==> config.mk <==
export PLATFORM = sky130hd
export DESIGN_NAME = seven_seg_rx
export DESIGN_NICKNAME = d
export VERILOG_FILES = /design/src/rtl/seven_seg_pkg.sv /design/src/rtl/seven_seg_decode.sv /design/src/rtl/seven_seg_rx.sv
export SDC_FILE = /design/constraint.sdc
export NUM_CORES = 1
export LEC_CHECK = 0
export ABC_CLOCK_PERIOD_IN_PS = 2350
export BUFFER_PORTS_ARGS = -buffer_cell sky130_fd_sc_hd__buf_2
export CORE_ASPECT_RATIO = 1.5
export CORE_MARGIN = 4
export CORE_UTILIZATION = 57
export DETAILED_ROUTE_END_ITERATION = 16
export PLACE_DENSITY = 0.8
export SETUP_SLACK_MARGIN = 0.2
export SLEW_MARGIN = 10
export SYNTH_ARGS = -nofsm -noshare
export SYNTH_HDL_FRONTEND = slang
export SYNTH_SLANG_ARGS = --single-unit
==> constraint.sdc <==
create_clock -name clk -period 2.35 [get_ports clk]
set_input_delay 0 -clock clk [delete_from_list [all_inputs] [get_ports clk]]
set_output_delay 0 -clock clk [all_outputs]
set_load 0.03 [all_outputs]
==> src/rtl/seven_seg_pkg.sv <==
// Shared constants for the seven-segment loopback receiver: segment patterns (gfedcba, active-high),
// the hex lookup table and the receiver state encoding.
package seven_seg_pkg;

   localparam logic [6:0] SEG_BLANK = 7'h00;

   localparam logic [6:0] SEG_0 = 7'h3F;
   localparam logic [6:0] SEG_1 = 7'h06;
   localparam logic [6:0] SEG_2 = 7'h5B;
   localparam logic [6:0] SEG_3 = 7'h4F;
   localparam logic [6:0] SEG_4 = 7'h66;
   localparam logic [6:0] SEG_5 = 7'h6D;
   localparam logic [6:0] SEG_6 = 7'h7D;
   localparam logic [6:0] SEG_7 = 7'h07;
   localparam logic [6:0] SEG_8 = 7'h7F;
   localparam logic [6:0] SEG_9 = 7'h6F;
   localparam logic [6:0] SEG_A = 7'h77;
   localparam logic [6:0] SEG_B = 7'h7C;
   localparam logic [6:0] SEG_C = 7'h39;
   localparam logic [6:0] SEG_D = 7'h5E;
   localparam logic [6:0] SEG_E = 7'h79;
   localparam logic [6:0] SEG_F = 7'h71;

   // Entry i is the pattern shown for hex digit i.
   localparam logic [15:0][6:0] SEG_TABLE = {
      SEG_F, SEG_E, SEG_D, SEG_C, SEG_B, SEG_A, SEG_9, SEG_8,
      SEG_7, SEG_6, SEG_5, SEG_4, SEG_3, SEG_2, SEG_1, SEG_0
   };

   typedef enum logic [1:0] {
      SYNC_WAIT = 2'd0,
      HI_NEXT   = 2'd1,
      LO_NEXT   = 2'd2
   } rx_state_e;

endpackage

==> src/rtl/seven_seg_decode.sv <==
// Combinational reverse lookup of one segment pattern to its hex digit, with legality and blank flags.
module seven_seg_decode
   import seven_seg_pkg::*;
(
   input  logic [6:0] pattern,
   output logic [3:0] hex,
   output logic       legal,
   output logic       blank
);

   always_comb begin
      hex   = 4'h0;
      legal = 1'b0;
      for (int i = 0; i < 16; i++) begin
         if (pattern == SEG_TABLE[i]) begin
            hex   = 4'(i);
            legal = 1'b1;
         end
      end
   end

   assign blank = (pattern == SEG_BLANK);

endmodule

==> src/rtl/seven_seg_rx.sv <==
// Loopback receiver for the multiplexed seven-segment link: rebuilds {upper,lower} digit pairs from
// strobed samples, decodes them, and polices strobe spacing.
module seven_seg_rx
   import seven_seg_pkg::*;
#(
   parameter int FREQ  = 1000,
   parameter int CBITS = 10,
   parameter int SLACK = 16
)(
   input  logic        clk,
   input  logic        rst,
   input  logic [6:0]  segment,
   input  logic        sig,
   output logic        pair_valid,
   output logic [13:0] both7seg_o,
   output logic [3:0]  hi_hex,
   output logic [3:0]  lo_hex,
   output logic        hi_blank,
   output logic        lo_blank,
   output logic        bad_pat,
   output logic        sync_lost,
   output logic        early_err,
   output logic        locked,
   output logic [7:0]  err_cnt
);

   localparam int GW = CBITS + 1;
   localparam logic [GW-1:0] LATE_LIM  = GW'(FREQ + 1 + SLACK);
   // gap_cnt+1 < FREQ+1-SLACK rewritten as gap_cnt < FREQ-SLACK to avoid a widened adder.
   localparam logic [GW-1:0] EARLY_LIM = GW'(FREQ - SLACK);

   rx_state_e     state;
   logic [GW-1:0] gap_cnt;
   logic [6:0]    cap_hi;
   logic [6:0]    cap_lo;
   logic          hi_fresh;
   logic          lo_fresh;

   logic [3:0] dec_hi_hex, dec_lo_hex;
   logic       dec_hi_legal, dec_lo_legal, dec_hi_blank, dec_lo_blank;

   seven_seg_decode u_dec_hi (
      .pattern (cap_hi),
      .hex     (dec_hi_hex),
      .legal   (dec_hi_legal),
      .blank   (dec_hi_blank)
   );

   seven_seg_decode u_dec_lo (
      .pattern (cap_lo),
      .hex     (dec_lo_hex),
      .legal   (dec_lo_legal),
      .blank   (dec_lo_blank)
   );

   logic checking, timeout, too_early, bad_next, err_any;

   // Timeout has priority, so a strobe arriving on the timeout cycle is ignored.
   assign checking  = (state != SYNC_WAIT);
   assign timeout   = checking && (gap_cnt >= LATE_LIM);
   assign too_early = checking && sig && !timeout && (gap_cnt < EARLY_LIM);
   assign bad_next  = (hi_fresh && !dec_hi_legal && !dec_hi_blank) ||
                      (lo_fresh && !dec_lo_legal && !dec_lo_blank);
   assign err_any   = bad_next || timeout || too_early;

   always_ff @(posedge clk) begin
      if (rst) begin
         state      <= SYNC_WAIT;
         gap_cnt    <= '0;
         cap_hi     <= '0;
         cap_lo     <= '0;
         hi_fresh   <= 1'b0;
         lo_fresh   <= 1'b0;
         pair_valid <= 1'b0;
         both7seg_o <= '0;
         hi_hex     <= '0;
         lo_hex     <= '0;
         hi_blank   <= 1'b0;
         lo_blank   <= 1'b0;
         bad_pat    <= 1'b0;
         sync_lost  <= 1'b0;
         early_err  <= 1'b0;
         locked     <= 1'b0;
         err_cnt    <= '0;
      end else begin
         if (sig)
            gap_cnt <= '0;
         else if (gap_cnt != '1)
            gap_cnt <= gap_cnt + GW'(1);

         hi_fresh   <= 1'b0;
         lo_fresh   <= 1'b0;
         pair_valid <= lo_fresh;
         bad_pat    <= bad_next;
         sync_lost  <= timeout;
         early_err  <= too_early;

         if (err_any && err_cnt != 8'hFF)
            err_cnt <= err_cnt + 8'd1;

         // Outputs refresh one cycle after the lower capture, from the registered pair.
         if (lo_fresh) begin
            both7seg_o <= {cap_hi, cap_lo};
            hi_hex     <= dec_hi_hex;
            lo_hex     <= dec_lo_hex;
            hi_blank   <= dec_hi_blank;
            lo_blank   <= dec_lo_blank;
         end

         unique case (state)
            SYNC_WAIT: begin
               if (sig) begin
                  cap_hi   <= segment;
                  hi_fresh <= 1'b1;
                  state    <= LO_NEXT;
                  locked   <= 1'b1;
               end
            end
            HI_NEXT, LO_NEXT: begin
               if (timeout || too_early) begin
                  cap_hi <= '0;
                  state  <= SYNC_WAIT;
                  locked <= 1'b0;
               end else if (sig) begin
                  if (state == HI_NEXT) begin
                     cap_hi   <= segment;
                     hi_fresh <= 1'b1;
                     state    <= LO_NEXT;
                  end else begin
                     cap_lo   <= segment;
                     lo_fresh <= 1'b1;
                     state    <= HI_NEXT;
                  end
               end
            end
            default: begin
               state  <= SYNC_WAIT;
               locked <= 1'b0;
            end
         endcase
      end
   end

endmodule

Yosys cells after proc, flatten, opt, wreduce, memory -nomap -nowiden

Cells that the tools add are included.

Bits in registers: 66
Bits in latches: 0
RAM bits: 0
Memory bits (read-only): 0
Input port bits: 10
Output and inout bits: 37
Logic and storage cells: 176
Memories: 0

Add/subtract/negate cells: 2
Multiply operators: 0
Div/mod/pow operators: 0
$lt $le $gt $ge: 2
Equal/unequal tests: 40
Shifts and indexed selects: 0
Mux-type cells: 81
Bitwise gates (word level): 4
Reduce and logical (&&, ||, !) cells: 30

Operators with widths:

| kind                    | number |
|---|---|
| $eq A7 B7 Y1 const B    | 24 |
| $mux W4                 | 16 |
| $mux W1                 | 41 |
| $eq A7 B3 Y1 const B    | 4 |
| $eq A7 B6 Y1 const B    | 4 |
| $mux W7                 | 4 |
| $mux W3                 | 8 |
| $mux W2                 | 8 |
| $logic_not A7 Y1        | 2 |
| $pmux W7 S2             | 1 |
| $add A11 B1 Y11 const B | 1 |
| $ge A11 B10 Y1 const B  | 1 |
| $lt A11 B10 Y1 const B  | 1 |
| $ne A11 B11 Y1 const B  | 1 |
| $logic_and A1 B1 Y1     | 9 |
| $add A8 B1 Y8 const B   | 1 |
| $ne A8 B8 Y1 const B    | 1 |
| $reduce_and A4 Y1       | 2 |
| $ne A3 B3 Y1 const B    | 2 |
| $logic_not A1 Y1        | 5 |
| $logic_or A1 B1 Y1      | 4 |
| $ne A2 B2 Y1 const B    | 2 |
| $not A1 Y1              | 4 |
| $pmux W1 S2             | 2 |
| other kinds (8)         | 11 |

Longest topological paths before layout

Gate-level depths: netlist (run 1).

Depth after elaboration: 24
Mapped depth: 10
Gate-level depth less buffers: 9

Modules after synthesis

Synthesis (run 1) repeated with hierarchy kept, for this count alone.

Cell total of the unflattened synthesis: 405
Area total of the unflattened synthesis: 3567.2 µm²

By module, submodules not included:

| module           | times used | cells each | area an instance (µm²) | seq. area each (µm²) |
|---|---|---|---|---|
| seven_seg_rx     | 1          | 281        | 2763.9                 | 1321.3 |
| seven_seg_decode | 2          | 62         | 401.6                  | 0.0 |

Worst setup path before layout (run 1)

Ideal clock, no wire load.

Path type: register to register
Start: register cap_hi[4]
End: register err_cnt[5]
Library setup time: 0.123 ns
Arrival time: 1.933 ns
Required time: 2.227 ns
Slack: 0.294 ns
Cell stages (with the launch flop): 10
Path buffers: 2
Clock period less this slack: 2.056 ns
Cells stage by stage: dfxtp_1 -> buf_4 -> and2_1 -> nand3_1 -> a21oi_1 -> o41ai_2 -> a21oi_2 -> buf_6 -> nor4_2 -> mux2_1

Longest elaborated chain between the ends: 24
Elaborated cells on any way between the ends: 41
Those cells by class: 16 x eq/ne; 16 x mux; 9 x reduce/logical

RTL lines:

| element                              | RTL line               | text |
|---|---|---|
| from (decl)                          | seven_seg_rx.sv:34     | `logic [6:0] cap_hi;` |
| from (signal assigned)               | seven_seg_rx.sv:113    | `cap_hi <= segment;` |
| from (signal assigned)               | seven_seg_rx.sv:126    | `cap_hi <= segment;` |
| $eq A7 B6 Y1                         | seven_seg_decode.sv:15 | `if (pattern == SEG_TABLE[i]) begin` |
| $mux W1 (16 in series)               | seven_seg_decode.sv:15 |  |
| $logic_not A1 Y1                     | seven_seg_rx.sv:62     | `assign bad_next = (hi_fresh && !dec_hi_legal && !dec_hi_blank) \|\|` |
| $logic_and A1 B1 Y1                  | seven_seg_rx.sv:62     |  |
| $logic_and A1 B1 Y1 (*)              | seven_seg_rx.sv:62     |  |
| $logic_or A1 B1 Y1 (*)               | seven_seg_rx.sv:62     |  |
| $logic_or A1 B1 Y1 (*) (2 in series) | seven_seg_rx.sv:64     | `assign err_any = bad_next \|\| timeout \|\| too_early;` |
| $logic_and A1 B1 Y1 (*)              | seven_seg_rx.sv:98     | `if (err_any && err_cnt != 8'hFF)` |
| to (signal assigned)                 | seven_seg_rx.sv:99     | `err_cnt <= err_cnt + 8'd1;` |
| to (decl)                            | seven_seg_rx.sv:24     | `output logic [7:0] err_cnt` |

Every way passes the cells marked *; elsewhere a longest branch is shown, timed or not.
A chain may end at the register's enable or synchronous reset.

Final worst setup path (run 1)

Start: register cap_lo[4]
End: register err_cnt[5]

Longest elaborated chain between the ends: 24
Elaborated cells on any way between the ends: 41
Those cells by class: 16 x eq/ne; 16 x mux; 9 x reduce/logical

RTL lines:

| element                              | RTL line               | text |
|---|---|---|
| from (decl)                          | seven_seg_rx.sv:35     | `logic [6:0] cap_lo;` |
| from (signal assigned)               | seven_seg_rx.sv:130    | `cap_lo <= segment;` |
| $eq A7 B6 Y1                         | seven_seg_decode.sv:15 |  |
| $mux W1 (16 in series)               | seven_seg_decode.sv:15 |  |
| $logic_not A1 Y1                     | seven_seg_rx.sv:63     | `(lo_fresh && !dec_lo_legal && !dec_lo_blank);` |
| $logic_and A1 B1 Y1                  | seven_seg_rx.sv:63     |  |
| $logic_and A1 B1 Y1 (*)              | seven_seg_rx.sv:63     |  |
| $logic_or A1 B1 Y1 (*)               | seven_seg_rx.sv:62     |  |
| $logic_or A1 B1 Y1 (*) (2 in series) | seven_seg_rx.sv:64     |  |
| $logic_and A1 B1 Y1 (*)              | seven_seg_rx.sv:98     |  |

Marks and branches as above.

==> flow_summary.yaml, run 1 <==
status:
  run_status: "finished, final reports clean"
floorplanning:
  start_util_pct: 59.1
  die_h_um: 100
  ios: 47
  dieArea_sq_um: 6990
  rows: 33
  die_w_um: 69.6
  core_area_sq_um: 5490
drt:
  drtAntennaViolNets: 0
  drc: 0
  viasPerCell: 5.94
  vias: 3026
  wl_um: 8130
  wire_per_inst_um: 16.0
  drtIter0Drc: 172
  drt-pass1-iter-count: 5
power:
  p_sw_mw: 0.802
  peakVddDrop_mv: 0.536
  p_total_mw: 2.67
  sw_frac_of_total_pct: 30.1
  seqPwrFrac_pct: 47.0
  comb_power_share_pct: 21.4
  leakage_nw: 1.67
  clock_power_share_pct: 31.6
  cellInternalPower_mw: 1.86
  power_density_nw_per_um2: 657
global_route:
  grt_antenna_before_repair: 0
  grt_max_degree: 39
  grt_usage_pct: 23.7
  grt_overflow: 0
  grt_pass1_vias: 2846
  grt_pass1_wl_um: 13500
synthesis:
  synth_top_area_share_pct: 40.7
  ys_warn_count: 0
  synthTopCellsByCount: "dfxtp_1 (66), nor2_1 (55), nand2_1 (27)"
  syn_area_per_cell_sq_um: 8.73
  ys_types: 62
  synthArstFlopShare_pct: 0
  synthCells: 372
  seq_area_frac_synth_pct: 40.7
  synth_area_leader_cell: "dfxtp_1"
  netlist_top_cells_area: "dfxtp_1 (41%), mux2i_1 (6.8%), nor2_1 (6.4%), nand2_1 (3.1%), a21oi_1 (2.6%)"
  synthFlopType: "dfxtp_1"
  syn_area_sq_um: 3250
  synth_nets: 388
  synth_edf_count: 0
  synthMostInstantiatedCell: "dfxtp_1"
  ys_ff_latch: 66
timing:
  slew-limit-headroom_pct: 63.5
  drv_slew: 0
  fmax_mhz: 454
  hold_viol_final: 0
  setup_tns_ns: 0
  setup_violations: 0
  period_share_pct: 93.8
  layout_min_cycle_time_ns: 2.20
  rsz0062_at_grt: "true"
  worst_pin_slew_ns: 0.543
  finClkSkew_ns: 0.00821
clock_network:
  cts_buffers: 9
  clock_path_buffers: 2
  cts_sinks: 66
  cts_root_buffer: "clkbuf_8"
  ctsHtreeMaxLevel: 3
  cts_tree: "built"
  clk_latency_ns: 0.34
  clk_pin_slew_ns: 0.06
hold_path:
  worstHoldStart: "sig"
  hold_end: "locked"
  hold_class: "input pin to flop"
  whs_path_depth: 3
setup_path:
  r2r_end: "err_cnt[5]"
  worst-setup-path-type: "flop to flop"
  crit_path_start: "cap_lo[4]"
  required_ns: 2.57
  worstPathArrival_ns: 2.43
  r2r_setup_slack_ns: 0.15
  r2r-start: "cap_lo[4]"
  startpoint_type: "flop"
  cp_max_fo: 8
  end_kind: "flop"
  ff2ff_path_depth: 7
cells_and_area:
  antenna_cells: 0
  multi_input_area_sq_um: 1880
  area_delta_synth_final_pct: 24.9
  fill_cells: 376
  fin_util_pct: 73.9
  final_cells: 509
  fin_area_sq_um: 4060
  seqCellArea_sq_um: 1360
  final_layout_size_suffix_gt1_share_pct: 31.0
  nets: 454
job:
  drv_cap: 0
placed_design:
  io_buffers: 46
  dp_hpwl_um: 5200
  dp_cells: 482
  post_dp_cell_area_sq_um: 3580
  gp_congestion: 0.954
-- area by class of cell --
| cell class | count | area share (%) |
|---|---|---|
| Clock buffer | 12 | 4.07 |
| Inverter | 13 | 1.20 |
| Multi-Input combinational cell | 266 | 46.2 |
| Sequential cell | 66 | 33.5 |
| Tap cell | 70 | 2.16 |
| Timing Repair Buffer | 82 | 12.8 |
-- placed cells by master, fill, tap and decap left out, types with 3 or more instances in the layout --
| master | instances |
|---|---|
| inv_1 | 12 |
| o22ai_1 | 3 |
| nand4_1 | 4 |
| dfxtp_2 | 12 |
| o21ai_0 | 8 |
| and3_1 | 3 |
| ha_1 | 4 |
| buf_2 | 46 |
| nand2b_1 | 4 |
| nand4b_1 | 3 |
| dfxtp_4 | 6 |
| nor3_1 | 7 |
| or4_1 | 3 |
| nand3_1 | 13 |
| xnor2_1 | 5 |
| a22o_1 | 7 |
| a21oi_2 | 4 |
| a31oi_1 | 5 |
| nor4_2 | 5 |
| mux2i_1 | 22 |
| clkbuf_8 | 12 |
| nor2_1 | 53 |
| nand2_1 | 26 |
| xor2_1 | 5 |
| dlygate4sd3_1 | 8 |
| buf_4 | 28 |
| dfxtp_1 | 48 |
| mux2_1 | 3 |
| a21oi_1 | 14 |
| a211oi_1 | 6 |
| nor2b_1 | 5 |
-- cell families after synthesis --
logic type	after synthesis	share of synthesized area, %
xor+xnor	10	2.70
buf+inv	41	6.01
simple gates	153	24.7
compound gates	71	15.8
mux	25	7.82
fa+ha+maj	6	2.31
flops	66	40.7
-- worst max path at each step --
stage / to / slack (ns)
final: err_cnt[5] / 0.15
after global routing: err_cnt[3] / 0.04
after CTS: err_cnt[5] / 0.20
after detailed placement: err_cnt[0] / -0.02
after global placement: err_cnt[0] / 0.08
after floorplan: err_cnt[5] / 0.29
-- sequential cells by signal, summed over array words and instances, names as in the netlist --
signal      flops
hi_fresh        1
early_err       1
hi_hex          4
lo_blank        1
sync_lost       1
lo_hex          4
hi_blank        1
state           2
locked          1
both7seg_o     14
err_cnt         8
gap_cnt        11
cap_hi          7
bad_pat         1
cap_lo          7
lo_fresh        1
pair_valid      1
-- layer usage --
layer  vias to the layer above  wire length [um]  part of all wire [%]  global-route usage [%]
li1                       1462                 -                     -                       -
met1                      1421              3350                    41                    28.4
met2                       120              4100                    50                    40.1
met3                        23               462                   5.7                    6.31
met4                         0               218                   2.7                    10.2
met5                         -                 0                     0                       0
-- power groups by stage --
stage | clock network [mW] | logic (mW) | registers (mW)
after floorplan | 0 | 0.335 | 1.28
after global placement | 0 | 0.459 | 1.27
after detailed placement | 0 | 0.468 | 1.27
after CTS | 0.845 | 0.536 | 1.25
after global routing | 0.900 | 0.617 | 1.26
final | 0.843 | 0.570 | 1.25
-- stage by stage --
stage / setup WS [ns] / hold slack (ns)
global placement: 0.0794 / 0.245
detailed placement: -0.0151 / 0.243
finish: 0.145 / 0.0705
floorplan: 0.294 / 0.126
global route: 0.0406 / 0.108
CTS: 0.205 / 0.0618
-- critical path: stages (launching register included) --
cell and delay, ns:
dfxtp_4 0.37, and4_4 0.20, o211ai_4 0.20, a21oi_4 0.10
nor4b_4 0.45, a21oi_4 0.14, nor4_2 0.27, mux2_1 0.35
-- repair_timing --
item,CTS,global route
gates cloned,1,0
setup buffers,4,2
pin swaps,4,6
resized for setup,31,18
hold buffers,8,0
hold endpoints to repair,16,0
setup endpoints to repair,8,16
Power figures use the tool's default switching activity.
==> run 2: changes to the inputs <==
--- a/config.mk
+++ b/config.mk
@@ -9,11 +9,13 @@
 export BUFFER_PORTS_ARGS = -buffer_cell sky130_fd_sc_hd__buf_2
 export CORE_ASPECT_RATIO = 1.5
 export CORE_MARGIN = 4
-export CORE_UTILIZATION = 57
+export CORE_UTILIZATION = 58
 export DETAILED_ROUTE_END_ITERATION = 16
+export MAX_ROUTING_LAYER = met4
 export PLACE_DENSITY = 0.8
 export SETUP_SLACK_MARGIN = 0.2
 export SLEW_MARGIN = 10
 export SYNTH_ARGS = -nofsm -noshare
 export SYNTH_HDL_FRONTEND = slang
+export SYNTH_HIERARCHICAL = 1
 export SYNTH_SLANG_ARGS = --single-unit
==> run 2 against run 1 <==
  * Cell count rose by 9.0%
  * Sequential share of layout area is 3.3 points lower
  * Die area increased by 7.2%
  * First-iteration DRC count is 100% higher
  * Count of clock-buffer cells in the layout is 1 lower
  * Via count increased by 15%
  * Combinational power increased by 50%
  * Power up 20%
  * Register-to-register slack got worse by 0.07 ns
  * Sequential power about the same
  * Clock skew grew 0.0040 ns
  * Non-clock buffer count grew 8
  * Critical endpoint is now err_cnt[2]
  * Largest power group unchanged
==> flow_summary.yaml, run 2 <==
status:
  run_status: "finished, final reports clean"
floorplanning:
  die_w_um: 72.0
  start_util_pct: 60.8
  ios: 47
  dieArea_sq_um: 7490
  die_h_um: 104
  rows: 34
  core_area_sq_um: 5870
clock_network:
  clock_path_buffers: 2
  clk_pin_slew_ns: 0.07
  cts_buffers: 9
  clk_latency_ns: 0.35
  ctsHtreeMaxLevel: 3
  cts_root_buffer: "clkbuf_8"
  cts_tree: "built"
  cts_sinks: 66
synthesis:
  synth_edf_count: 0
  synthCells: 405
  ys_types: 61
  synthMostInstantiatedCell: "nor2_1"
  syn_area_sq_um: 3570
  synth_top_area_share_pct: 37.0
  seq_area_frac_synth_pct: 37.0
  syn_area_per_cell_sq_um: 8.81
  synth_compound_area_share_pct: 15.8
  synth_nets: 421
  muxShareOfSynthArea_pct: 11.0
  synth-simple-area-share_pct: 26.1
  synth-adder-area-share_pct: 2.10
  synthFlopType: "dfxtp_1"
  ys_ff_latch: 66
  synthArstFlopShare_pct: 0
  synthTopCellsByCount: "nor2_1 (68), dfxtp_1 (66), mux2i_1 (36)"
  synth_top_family_by_area: "simple AND/OR/NAND/NOR gates"
  netlist_top_cells_area: "dfxtp_1 (37%), mux2i_1 (10%), nor2_1 (7.2%), a21oi_1 (2.2%), xnor2_1 (2.2%)"
  ys_warn_count: 6
  synth_area_leader_cell: "dfxtp_1"
  synth_xor_xnor_area_share_pct: 2.46
cells_and_area:
  nets: 494
  reg_top3: "both7seg_o x14, gap_cnt x11, err_cnt x8"
  final_common_cell: "nor2_1"
  final_layout_size_suffix_gt1_share_pct: 31.3
  largest_register_ff_count: 14
  antenna_cells: 0
  regMostFlops: "both7seg_o"
  area_delta_synth_final_pct: 25.5
  fin_area_sq_um: 4480
  final_cell_mix: "nor2_1 (65), dfxtp_1 (51), buf_2 (47), mux2i_1 (36), buf_4 (33)"
drt:
  wl_um: 9940
  drt-pass1-iter-count: 6
  viasPerCell: 6.27
  drc: 0
  vias: 3478
  drtAntennaViolNets: 0
  drtIter0Drc: 349
  wire_per_inst_um: 17.9
power:
  cellInternalPower_mw: 2.18
  power_density_nw_per_um2: 715
  peakVddDrop_mv: 0.501
  clock_power_share_pct: 33.3
  seqPwrFrac_pct: 40.1
  p_sw_mw: 1.02
  sw_frac_of_total_pct: 32.0
  leakage_nw: 1.77
  comb_power_share_pct: 26.7
global_route:
  grt_overflow: 0
  grt_pass1_vias: 3252
  grt_pass1_wl_um: 15600
  grt_max_degree: 31
  grt_antenna_before_repair: 0
  grt_usage_pct: 26.5
  use_met3_pct: 4.06
  use_met1_pct: 31.0
  grt_util_met2_pct: 44.5
  busiest_layer: "met2"
setup_path:
  required_ns: 2.58
  cp_max_fo: 12
  end_kind: "flop"
  crit_chain: "buf_12 -> o21ai_1 -> a21oi_1 -> a31oi_2 -> o211ai_1 -> nor2_1 -> a21oi_2 -> a31oi_4 -> buf_4 -> a21oi_1 -> a31o_2"
  r2r_setup_slack_ns: 0.08
  worstPathArrival_ns: 2.50
  startpoint_type: "flop"
  cp_common_cell: "a21oi_1"
  path_buf_inv: 2
  path_delay_family: "compound AO/OA/AOI/OAI gates"
  slowest_delay_ns: 0.37
  crit_path_top_delay_cell: "dfxtp_4"
  worst-setup-path-type: "flop to flop"
placed_design:
  io_buffers: 46
  gp_congestion: 0.925
  post_dp_cell_area_sq_um: 3930
  dp_hpwl_um: 6130
timing:
  layout_min_cycle_time_ns: 2.27
  setup_violations: 0
  period_share_pct: 96.6
  worst_pin_slew_ns: 0.587
  drv_slew: 0
  finClkSkew_ns: 0.0122
  slew-limit-headroom_pct: 60.9
  hold_viol_final: 0
  fmax_mhz: 441
  setup_tns_ns: 0
  rsz0062_at_grt: "true"
job:
  drv_cap: 0
hold_path:
  hold_class: "input pin to flop"
run 2: cell types whose count changed after synthesis, sizes merged, moves of 5 or more:
cell	change
mux2i	+14
nor2	+13
nand2	-7
o22ai	+7
nand2b	+6
o32ai	+6
nor4	-5
o41ai	-5
run 2: timing repair:
item | 4_1_cts | 5_1_grt
endpoints found under the hold margin | 14 | 0
hold buffers | 7 | 0
endpoints found under the setup margin | 15 | 16
buffers inserted | 12 | 5
pin swaps | 12 | 11
gates resized for setup | 26 | 13
run 2: final cells by class:
type	count	area (sq um)
Multi-Input combinational cell	299	2170
Clock buffer	11	141
Clock inverter	5	77.6
Sequential cell	66	1350
Timing Repair Buffer	90	596
Fill cell	380	1400
Tap cell	72	90.1
Inverter	12	45.0
run 2: power by group through the flow:
stage	logic, mW	clock network (mW)	registers [mW]
final	0.854	1.07	1.28
after global routing	0.907	1.12	1.29
after CTS	0.811	1.07	1.28
after detailed placement	0.732	0	1.30
after global placement	0.717	0	1.30
after floorplan	0.530	0	1.31
run 2: cell families after synthesis:
family	Yosys count
simple gates	170
compound gates	74
flops	66
buf+inv	40
xor+xnor	10
mux	39
fa+ha+maj	6
run 2: through the flow:
step	util (%)	power, mW	worst slack (ns)	hold WS [ns]	std cells
2_1_floorplan	-	1.84	0.201	0.126	405
3_3_place_gp	66.9	2.02	0.0791	0.246	515
3_5_place_dp	66.9	2.04	0.0294	0.247	515
4_1_cts	74.6	3.16	0.123	0.0182	550
5_1_grt	76.2	3.32	0.00657	0.0197	555
6_report	76.2	3.20	0.0800	0.0348	555
run 2: metal layers:
layer / wire length, um / up-vias
li1: - / 1604
met1: 3830 / 1655
met2: 5170 / 168
met3: 498 / 51
met4: 433 / 0
met5: 0 / -
run 2: worst reg2reg max path: stages, from the launching register on:
cell	delay [ns]
dfxtp_4	0.37
buf_12	0.15
o21ai_1	0.19
a21oi_1	0.14
a31oi_2	0.19
o211ai_1	0.12
nor2_1	0.20
a21oi_2	0.12
a31oi_4	0.22
buf_4	0.19
a21oi_1	0.07
a31o_2	0.22
run 2: path summary, 6_finish.rpt:
| path | startpoint | end | depth (start not counted) |
|---|---|---|---|
| hold reg to reg | locked | locked | 2 |
| setup reg to reg | cap_lo[3] | err_cnt[2] | 11 |
| hold / removal | sig | locked | 3 |
| setup / recovery | cap_lo[3] | err_cnt[2] | 11 |
